<file path="src/rtl/wb_stage_reg.sv">
// Write-back stage register: picks ALU, formatted load or link data for the register bank,
// with a sticky HALT state and a saturating retired-instruction counter.
module wb_stage_reg #(
  parameter int NB_DATA     = 32,
  parameter int NB_REG      = 5,
  parameter int NB_PC       = 32,
  parameter int NB_CNT      = 32,
  parameter int LINK_OFFSET = 0
) (
  input  logic               i_clk,
  input  logic               i_reset_n,
  input  logic               i_valid,
  input  logic               i_stall,
  input  logic               i_flush,
  input  logic               i_reg_write,
  input  logic               i_mem_to_reg,
  input  logic [NB_DATA-1:0] i_mem_data,
  input  logic [NB_DATA-1:0] i_alu_result,
  input  logic [NB_REG-1:0]  i_selected_reg,
  input  logic               i_r31_ctrl,
  input  logic [NB_PC-1:0]   i_pc,
  input  logic               i_hlt,
  input  logic [1:0]         i_load_size,
  input  logic               i_load_unsigned,
  input  logic [1:0]         i_byte_off,
  output logic               o_reg_write,
  output logic [NB_DATA-1:0] o_selected_data,
  output logic [NB_REG-1:0]  o_selected_reg,
  output logic               o_hlt,
  output logic               o_misaligned,
  output logic [NB_CNT-1:0]  o_retired
);

  typedef enum logic {
    ST_RUN    = 1'b0,
    ST_HALTED = 1'b1
  } state_t;

  state_t             state_q, state_d;
  logic               reg_write_q, reg_write_d;
  logic [NB_DATA-1:0] data_q, data_d;
  logic [NB_REG-1:0]  reg_q, reg_d;
  logic               mis_q, mis_d;
  logic [NB_CNT-1:0]  cnt_q, cnt_d;
  logic [NB_PC-1:0]   link_pc;
  logic               load_sel;

  function automatic logic [NB_DATA-1:0] format_load(input logic [NB_DATA-1:0] mem,
                                                     input logic [1:0] size,
                                                     input logic uns,
                                                     input logic [1:0] off);
    logic [7:0]  b;
    logic [15:0] h;
    b = mem[{off, 3'b000} +: 8];
    h = mem[{off[1], 4'b0000} +: 16];
    case (size)
      2'b00:   format_load = {{(NB_DATA-8){b[7] & ~uns}}, b};
      2'b01:   format_load = {{(NB_DATA-16){h[15] & ~uns}}, h};
      default: format_load = mem;
    endcase
  endfunction

  function automatic logic is_misaligned(input logic [1:0] size, input logic [1:0] off);
    case (size)
      2'b00:   is_misaligned = 1'b0;
      2'b01:   is_misaligned = off[0];
      default: is_misaligned = (off != 2'b00);
    endcase
  endfunction

  function automatic logic [NB_CNT-1:0] sat_inc(input logic [NB_CNT-1:0] c);
    sat_inc = (&c) ? c : c + NB_CNT'(1);
  endfunction

  assign link_pc  = i_pc + NB_PC'(LINK_OFFSET);
  // Link write-back wins over a load, so such a bundle is never treated as a load.
  assign load_sel = i_mem_to_reg && !i_r31_ctrl;

  always_comb begin
    state_d     = state_q;
    reg_write_d = reg_write_q;
    data_d      = data_q;
    reg_d       = reg_q;
    mis_d       = mis_q;
    cnt_d       = cnt_q;
    if (state_q == ST_RUN && !i_stall) begin
      if (!i_valid || i_flush || i_hlt) begin
        reg_write_d = 1'b0;
        data_d      = '0;
        reg_d       = '0;
        mis_d       = 1'b0;
        if (i_valid && !i_flush) state_d = ST_HALTED;
      end else begin
        mis_d = load_sel && is_misaligned(i_load_size, i_byte_off);
        if (i_r31_ctrl)        data_d = NB_DATA'(link_pc);
        else if (i_mem_to_reg) data_d = format_load(i_mem_data, i_load_size,
                                                    i_load_unsigned, i_byte_off);
        else                   data_d = i_alu_result;
        reg_d       = i_selected_reg;
        reg_write_d = i_reg_write && (i_selected_reg != '0) && !mis_d;
        cnt_d       = sat_inc(cnt_q);
      end
    end
  end

  // ---- MEM/WB boundary register ----
  always_ff @(posedge i_clk or negedge i_reset_n) begin
    if (!i_reset_n) begin
      state_q     <= ST_RUN;
      reg_write_q <= 1'b0;
      data_q      <= '0;
      reg_q       <= '0;
      mis_q       <= 1'b0;
      cnt_q       <= '0;
    end else begin
      state_q     <= state_d;
      reg_write_q <= reg_write_d;
      data_q      <= data_d;
      reg_q       <= reg_d;
      mis_q       <= mis_d;
      cnt_q       <= cnt_d;
    end
  end

  assign o_reg_write     = reg_write_q;
  assign o_selected_data = data_q;
  assign o_selected_reg  = reg_q;
  assign o_hlt           = (state_q == ST_HALTED);
  assign o_misaligned    = mis_q;
  assign o_retired       = cnt_q;

endmodule
</file>
<file path="config.mk">
export PLATFORM = sky130hd
export DESIGN_NAME = wb_stage_reg
export DESIGN_NICKNAME = d
export VERILOG_FILES = /design/src/rtl/wb_stage_reg.sv
export SDC_FILE = /design/constraint.sdc
export NUM_CORES = 1
export LEC_CHECK = 0
export CAP_MARGIN = 20
export CORE_ASPECT_RATIO = 0.8
export CORE_MARGIN = 1
export CORE_UTILIZATION = 39
export DETAILED_ROUTE_END_ITERATION = 10
export GPL_ROUTABILITY_DRIVEN = 0
export PLACE_DENSITY = 0.76
export SYNTH_ARGS = -nofsm -noshare
export SYNTH_HDL_FRONTEND = slang
export SYNTH_SLANG_ARGS = --single-unit
</file>
<file path="constraint.sdc">
create_clock -name i_clk -period 1.9 [get_ports i_clk]
set_input_delay 0.38 -clock i_clk [delete_from_list [all_inputs] [get_ports i_clk]]
set_output_delay 0.38 -clock i_clk [all_outputs]
set_load 0.02 [all_outputs]
</file>
; After elaboration in Yosys (flattened, before gate mapping)
; Index checks and enable logic that the tools add are counted.
; Widths: inputs -> output; s select.
[word_totals]
ram_bits = 0
n_memories = 0
ff_bits = 72
latchBits = 0
romBits = 0
inputBits = 115
output_inout_bits = 72
[op_classes]
bitwise_logic = 6
div_mod_pow = 0
reduce_logical = 19
mul = 0
addsub = 1
eq_ne = 1
mux = 10
n_shift = 2
n_lt_le_gt_ge = 0
[ops]
columns = op, n
row1 = $mux 32, 3
row2 = $pmux 32 s2, 1
row3 = $add 32x1->32 const B, 1
row4 = $reduce_and 32->1, 1
row5 = $shiftx 32x6->16, 1
row6 = $shiftx 32x6->8, 1
row7 = $logic_and 1x1->1, 6
row8 = $reduce_and 3->1, 2
row9 = $logic_not 1->1, 5
row10 = $mux 5, 1
row11 = $reduce_bool 5->1, 1
row12 = $mux 1, 4
row13 = $not 1->1, 4
row14 = $and 1x1->1, 2
row15 = $eq 2x1->1 const B, 1
row16 = $logic_not 2->1, 1
row17 = $logic_or 1x1->1, 2
row18 = $pmux 1 s2, 1
row19 = $reduce_bool 2->1, 1

; Logic depth before layout (Yosys ltp)
; Gate-level depths: netlist (run 1).
[depth]
depth_word = 9
ltp_mapped = 7

; Worst setup path after synthesis (run 1)
; Ideal clock, no wire load.
[synth_timing]
path_type = reg-to-reg
start = register cnt_q[0] (netlist: o_retired[0])
end = register cnt_q[4] (netlist: o_retired[4])
path_stages_with_launch = 8
n_path_buf = 1
setup_time_ns = 0.139
slack_ns = -0.252
t_required_ns = 1.761
arrival_ns = 2.013
path_cell_list = dfrtp_1 -> ha_1 -> nand2_1 -> or4_4 -> nor4_1 -> buf_2 -> nor4b_1 -> xor2_1
[synth_via]
elab_chain_len = 3
elab_cells_between_ends = 4
classes_between = add/sub (1) / bitwise (1) / reduce/logical (2)
[synth_rtl]
columns = item, line
row1 = from (decl), 44  ; logic [NB_CNT-1:0] cnt_q, cnt_d;
row2 = from (signal assigned), 121  ; cnt_q <= cnt_d;
row3 = "parallel branches: the longest is 3 deep, another holds $add 32x1->32", --
; Several ways; the timed one is not identified.
; A chain may end at the register's enable or synchronous reset.

; Worst setup path in the final report (run 1)
[layout_timing]
start = register cnt_q[0] (netlist: o_retired[0])
end = register cnt_q[20] (netlist: o_retired[20])
; Same word-level chain as after synthesis.

==> impl_metrics.csv, run 1 <==
group,metric,value,unit
logic_synthesis,async_flop_share,1.00,
global_routing,grt_pass1_vias,4834,
worst_setup_path,worstSetupPathType,"flip-flop to flip-flop",
placed_design,place_area,6930,um^2
sta,setup_viol_count_final,14,
global_routing,grt_max_degree,45,
clock_tree,cts_buffer_depth,2,
logic_synthesis,ys_types,47,
final_layout,final_util,0.717,
run_status,failed_checks,"negative setup slack",
worst_setup_path,r2r_end,"o_retired[20]",
sta,grt_setup_unrepaired,"yes",
sta,setup_slack,-0.0943,ns
logic_synthesis,syn_nets,571,
logic_synthesis,avgSynthCellArea,9.39,um^2
clock_tree,insertion_delay,0.33,ns
final_layout,mostFrequentLayoutCell,"clkdlybuf4s50_1",
global_routing,grt_use_total,0.292,
placed_design,numPortBuffers,186,
worst_setup_path,rrSetupSlack,-0.09,ns
sta,fmax,0.501,GHz
global_routing,grt_overflow,0,
power,ir_drop,0.395,mV
worst_hold_path,hold_start,"o_retired[17]",
power,power.total,4.62,mW
final_layout,num-nets-final,834,
logic_synthesis,ys.flop_type,"dfrtp_1",
sta,fin_setup_tns,-0.510,ns
sta,maxSlewHeadroom,0.563,
drt,drtPass1Iterations,5,
sta,tightest_slew,0.655,ns
clock_tree,cts.clk_slew.worst_paths,0.06,ns
worst_setup_path,cp-start-kind,"flip-flop",
logic_synthesis,ys_ff_latch,72,
sta,fin_crit,1.99,ns
drt,drc,0,
worst_setup_path,worstPathRequired,2.14,ns
final_layout,area_delta_synth_final,75.4,%
final_layout,num_antenna_cells,0,
floorplan,row_count,33,
worst_setup_path,critPathMaxFanout,5,
drt,drtIter0Drc,318,
worst_setup_path,r2r-start,"o_retired[0]",
worst_hold_path,holdPathStages,1,
logic_synthesis,synth_edf_count,0,
sta,slew_violations,0,
final_layout,final_area,7490,um^2
floorplan,dieArea,11400,um^2
logic_synthesis,ys_warn_count,0,
sta,skew,0.00725,ns
clock_tree,cts_tree,"yes",
floorplan,ios,187,
clock_tree,htree_num_levels,3,
placed_design,hpwl,11900,um
worst_hold_path,min_to,"o_retired[17]",
worst_setup_path,critPathCaptureType,"flip-flop",
drt,vias,4828,
worst_setup_path,startpoint,"o_retired[0]",
drt,wirelength,16200,um
sta,post-route-period-util,1.05,
clock_tree,cts_root_buf,"clkbuf_16",
floorplan,core_area,10400,um^2
placed_design,dpl.cell_count,836,
final_layout,drive_gt1_frac,0.249,
drt,postRouteAntennaNets,0,
clock_tree,cts_buffers,9,
sta,finalHoldViolations,0,
logic_synthesis,yosysSeqAreaShare,0.422,
drt,vias_per_cell,5.59,
final_layout,nFillCells,800,
logic_synthesis,synthCells,455,
global_routing,grt_pass1_wl,25500,um
worst_setup_path,critPathArrivalTime,2.24,ns
final_layout,mostFrequentLayoutCells,"clkdlybuf4s50_1, buf_4, dfrtp_1",
run_status,outcome,"finished, violations left",
clock_tree,cts_sinks,72,
power,p_per_area,617,nW/um^2
power,p_leak,3.19,nW
worst_hold_path,hold_class,"flip-flop to flip-flop",
flow_run,cap_viol_max_count,0,
final_layout,finalNonFillerCells,863,
worst_setup_path,r2r_cells,6,
drt,detail_route.wl_per_cell,18.8,um
logic_synthesis,netlist_area,4270,um^2
floorplan,fp.dieH,95.6,um
floorplan,initial_utilization,0.409,
floorplan,die_x,119,um
global_routing,antenna_found_initial,0,
[kinds of logic after synthesis]
| family | synth area share |
|---|---|
| simple gates | 0.168 |
| fa+ha+maj | 0.00293 |
| flops | 0.422 |
| mux | 0.0550 |
| buf+inv | 0.0407 |
| compound gates | 0.254 |
| xor+xnor | 0.0574 |
[how the worst max path moves through the flow]
stage / slack [ns] / to / cells after the start
2_1_floorplan: -0.08 / o_retired[20] / 5
3_3_place_gp: -0.42 / o_retired[25] / 7
3_5_place_dp: -0.52 / o_retired[25] / 7
4_1_cts: -0.09 / o_retired[20] / 6
5_1_grt: -0.14 / o_retired[20] / 5
6_report: -0.09 / o_retired[20] / 6
[worst max-delay path, cell delays in order, from the launching register on]
cell	delay, ns
dfrtp_2	0.39
ha_4	0.15
nand2_2	0.06
or4_4	0.47
or3_4	0.40
nor4b_4	0.25
xor2_1	0.20
[layer usage]
| metal | up-vias | track usage | part of all wire |
|---|---|---|---|
| li1 | 2257 | - | - |
| met1 | 2330 | 0.390 | 0.44 |
| met2 | 221 | 0.477 | 0.47 |
| met3 | 20 | 0.0562 | 0.068 |
| met4 | 0 | 0.0960 | 0.017 |
| met5 | - | 0 | 0 |
[stage by stage]
stage,worst slack [ns],hold slack [ns]
floorplan,-0.0841,0.0844
global placement,-0.421,0.323
detailed placement,-0.523,0.327
CTS,-0.0908,0.481
global route,-0.144,0.487
finish,-0.0943,0.478
[synth_stat cells, types with 8 or more instances]
master | number | area [um^2]
mux4_2 | 8 | 180
o21ai_0 | 56 | 280
xor2_1 | 23 | 201
nor2b_1 | 8 | 50.1
a22o_1 | 13 | 114
nor2_1 | 21 | 78.8
nand2_1 | 30 | 113
clkbuf_1 | 29 | 109
nor3_1 | 15 | 75.1
dfrtp_1 | 72 | 1800
a21oi_1 | 19 | 95.1
a211oi_1 | 18 | 135
inv_1 | 10 | 37.5
nand3_1 | 10 | 50.1
o22ai_1 | 21 | 131
a22oi_1 | 17 | 128
[layout make-up]
type / count / area, um^2 / share of cell area
timing repair buffer: 287 / 2690 / 0.359
tap: 140 / 175 / 0.0234
clock buffer: 15 / 248 / 0.0331
sequential: 72 / 1820 / 0.243
clock inverter: 1 / 5.00 / 0.000668
inverter: 10 / 37.5 / 0.00501
multi-input combinational: 338 / 2520 / 0.336
[report_power, final]
part / switching (mW) / leakage, nW / internal, mW
Sequential: 0.0970 / 0.960 / 1.68
Combinational: 0.594 / 2.11 / 0.746
Clock: 0.622 / 0.122 / 0.886
[what timing repair did]
item	4_1_cts	5_1_grt
hold buffers	1	0
gates cloned	1	0
hold endpoints to repair	28	0
endpoints found under the setup margin	18	50
pin swaps	15	12
setup buffers	6	3
gates resized for setup	36	19
Power figures use the tool's default switching activity.
==> run 2: changes to the inputs <==
Settings changed: CORE_MARGIN 1 to 4, CORE_UTILIZATION 39 to 35, PLACE_DENSITY 0.76 to 0.69.
Clock period 1.9 ns to 1.8 ns, I/O delays scaled along.
==> run 2 against run 1 <==
The flow still finishes with violations (negative setup slack). Combinational power rose by 9%. Final cell count up 5.2%. Global-route usage down 3.8 points. Non-clock buffer count grew 36. First-iteration DRC count is 6.6% higher. Maximum frequency grew 0.31%. Flip-flop and latch count unchanged. Critical endpoint is now o_retired[4]. Largest cell class unchanged. Largest power group is now clock.
==> impl_metrics.csv, run 2 (synthesis gave the netlist of run 1 again) <==
group,metric,value,unit
run_status,outcome,"finished, violations left",
run_status,failed_checks,"negative setup slack",
power,p_per_area,652,nW/um^2
sta,fin_crit,1.99,ns
power,power.total,5.22,mW
worst_setup_path,r2r_cells,8,
clock_tree,cts_sinks,72,
drt,drtPass1Iterations,5,
sta,hold_ws,0.420,ns
sta,setup_slack,-0.188,ns
sta,finalHoldViolations,0,
sta,fin_setup_tns,-3.77,ns
sta,skew,0.00818,ns
clock_tree,insertion_delay,0.35,ns
worst_hold_path,hold_class,"input port to flip-flop",
worst_setup_path,critical-path-slowest-cell,"or4_4",
sta,setup_viol_count_final,30,
power,p_leak,3.69,nW
clock_tree,htree_num_levels,3,
sta,post-route-period-util,1.10,
worst_setup_path,crit_buf_inv,2,
worst_setup_path,critPathMaxFanout,10,
power,power.switching,1.48,mW
power,power_frac_comb,0.281,
sta,grt_setup_unrepaired,"yes",
drt,vias,4981,
placed_design,numPortBuffers,186,
floorplan,core_area,11700,um^2
worst_setup_path,critPathArrivalTime,2.19,ns
worst_setup_path,critPathTopFamily,"simple AND/OR/NAND/NOR gates",
power,ir_drop,0.419,mV
flow_run,cap_viol_max_count,0,
final_layout,drive_gt1_frac,0.319,
drt,wirelength,17800,um
floorplan,row_count,35,
floorplan,initial_utilization,0.364,
worst_setup_path,cp_cell_sequence,"ha_4 > nand2_2 > or4_4 > buf_6 > nor4_4 > buf_12 > nor4b_1 > xor2_1",
power,switching_share,0.285,
clock_tree,cts_buffer_depth,2,
clock_tree,cts.clk_slew.worst_paths,0.07,ns
clock_tree,cts_tree,"yes",
floorplan,fp.dieH,107,um
clock_tree,cts_buffers,9,
sta,tightest_slew,0.626,ns
placed_design,hpwl,13600,um
drt,postRouteAntennaNets,0,
final_layout,final_util,0.681,
sta,maxSlewHeadroom,0.581,
global_routing,grt_use_total,0.253,
drt,drtIter0Drc,339,
worst_setup_path,critPathCaptureType,"flip-flop",
final_layout,num-nets-final,870,
final_layout,mostFrequentLayoutCells,"clkdlybuf4s50_1, buf_4, dfrtp_1",
global_routing,grt_max_degree,38,
global_routing,antenna_found_initial,1,
worst_setup_path,cp.depth,8,
power,intPower,3.73,mW
floorplan,ios,187,
final_layout,nFillCells,878,
worst_setup_path,cp-start-kind,"flip-flop",
global_routing,grt_pass1_wl,28400,um
worst_hold_path,holdPathStages,3,
worst_setup_path,worstSetupPathType,"flip-flop to flip-flop",
final_layout,mostFrequentLayoutCell,"clkdlybuf4s50_1",
floorplan,dieArea,14100,um^2
power,p_seq_frac,0.359,
clock_tree,cts_root_buf,"clkbuf_16",
sta,slew_violations,0,
drt,detail_route.wl_per_cell,19.6,um
final_layout,area_delta_synth_final,87.1,%
power,pwr-share-clk,0.360,
drt,drc,0,
sta,fmax,0.503,GHz
global_routing,grt_overflow,0,
worst_setup_path,cp_slowest_stage_delay,0.47,ns
floorplan,die_x,132,um
drt,vias_per_cell,5.49,
global_routing,grt_pass1_vias,5197,
worst_setup_path,worstPathRequired,2.00,ns
## run 2: changes by cell type in the layout (fill, tap and decap cells not counted), moves of 4 or more
cell / before / now
clkdlybuf4s50_1: 179 / 151
buf_4: 89 / 115
dlymetal6s2s_1: 2 / 17
o21ai_0: 56 / 43
o21ai_1: 0 / 13
dlygate4sd2_1: 4 / 15
dfrtp_1: 57 / 50
dfrtp_2: 15 / 22
buf_6: 8 / 14
clkbuf_1: 6 / 0
buf_12: 2 / 7
nor2_1: 19 / 15
## run 2: power groups by stage
stage	sequential (mW)	combinational, mW	clock [mW]
after floorplan	2.08	0.361	0
after global placement	1.89	1.43	0
after detailed placement	1.90	1.45	0
after CTS	1.87	1.46	1.90
after global routing	1.89	1.56	1.97
final	1.87	1.46	1.88
## run 2: layout make-up
cell class | instances | area (um^2) | area share
inverters | 10 | 41.3 | 0.00516
clock inverters | 5 | 55.1 | 0.00688
repair buffers | 323 | 3070 | 0.384
multi-input cells | 338 | 2560 | 0.320
clock buffers | 11 | 253 | 0.0316
flip-flops and latches | 72 | 1830 | 0.229
well taps | 148 | 185 | 0.0232
diodes | 1 | 2.50 | 0.000313
## run 2: timing repair
action,in CTS,in global routing
setup endpoints to repair,72,75
cloned,1,0
setup buffers,11,2
pin swaps,25,14
gates resized for setup,44,47
hold buffers,1,0
hold endpoints to repair,9,0
## run 2: worst register-to-register path, delay by kind of cell (launching register included)
family | cells | cell delay [ns]
adders and majority gates | 1 | 0.15
and+or+nand+nor | 4 | 0.84
DFF | 1 | 0.40
xor gates and xnor gates | 1 | 0.14
buffers and inverters | 2 | 0.34
## run 2: through the flow
step | area, um^2 | worst slack [ns] | std cells
2_1_floorplan | 4400 | -0.175 | 455
3_3_place_gp | 7310 | -0.691 | 876
3_5_place_dp | 7310 | -0.767 | 876
4_1_cts | 7820 | -0.190 | 905
5_1_grt | 8000 | -0.260 | 908
6_report | 8000 | -0.188 | 908
## run 2: final timing paths
path	from	to	slack (ns)
worst max register to register	o_retired[1]	o_retired[4]	-0.19
worst min-delay path	i_mem_data[23]	o_selected_data[23]	0.42
worst max-delay path	o_retired[1]	o_retired[4]	-0.19
max in group asynchronous	i_reset_n	o_retired[11]	0.78
worst min register to register	o_selected_data[1]	o_selected_data[1]	0.48
min in group asynchronous	i_reset_n	o_selected_data[6]	0.50
## run 2: layer usage
metal / GRT usage / share of wire / vias up / routed length [um]
li1: - / - / 2322 / -
met4: 0.0892 / 0.027 / 0 / 476
met5: 0 / 0 / - / 0
met1: 0.340 / 0.44 / 2448 / 7830
met3: 0.0521 / 0.052 / 34 / 933
met2: 0.409 / 0.48 / 177 / 8540
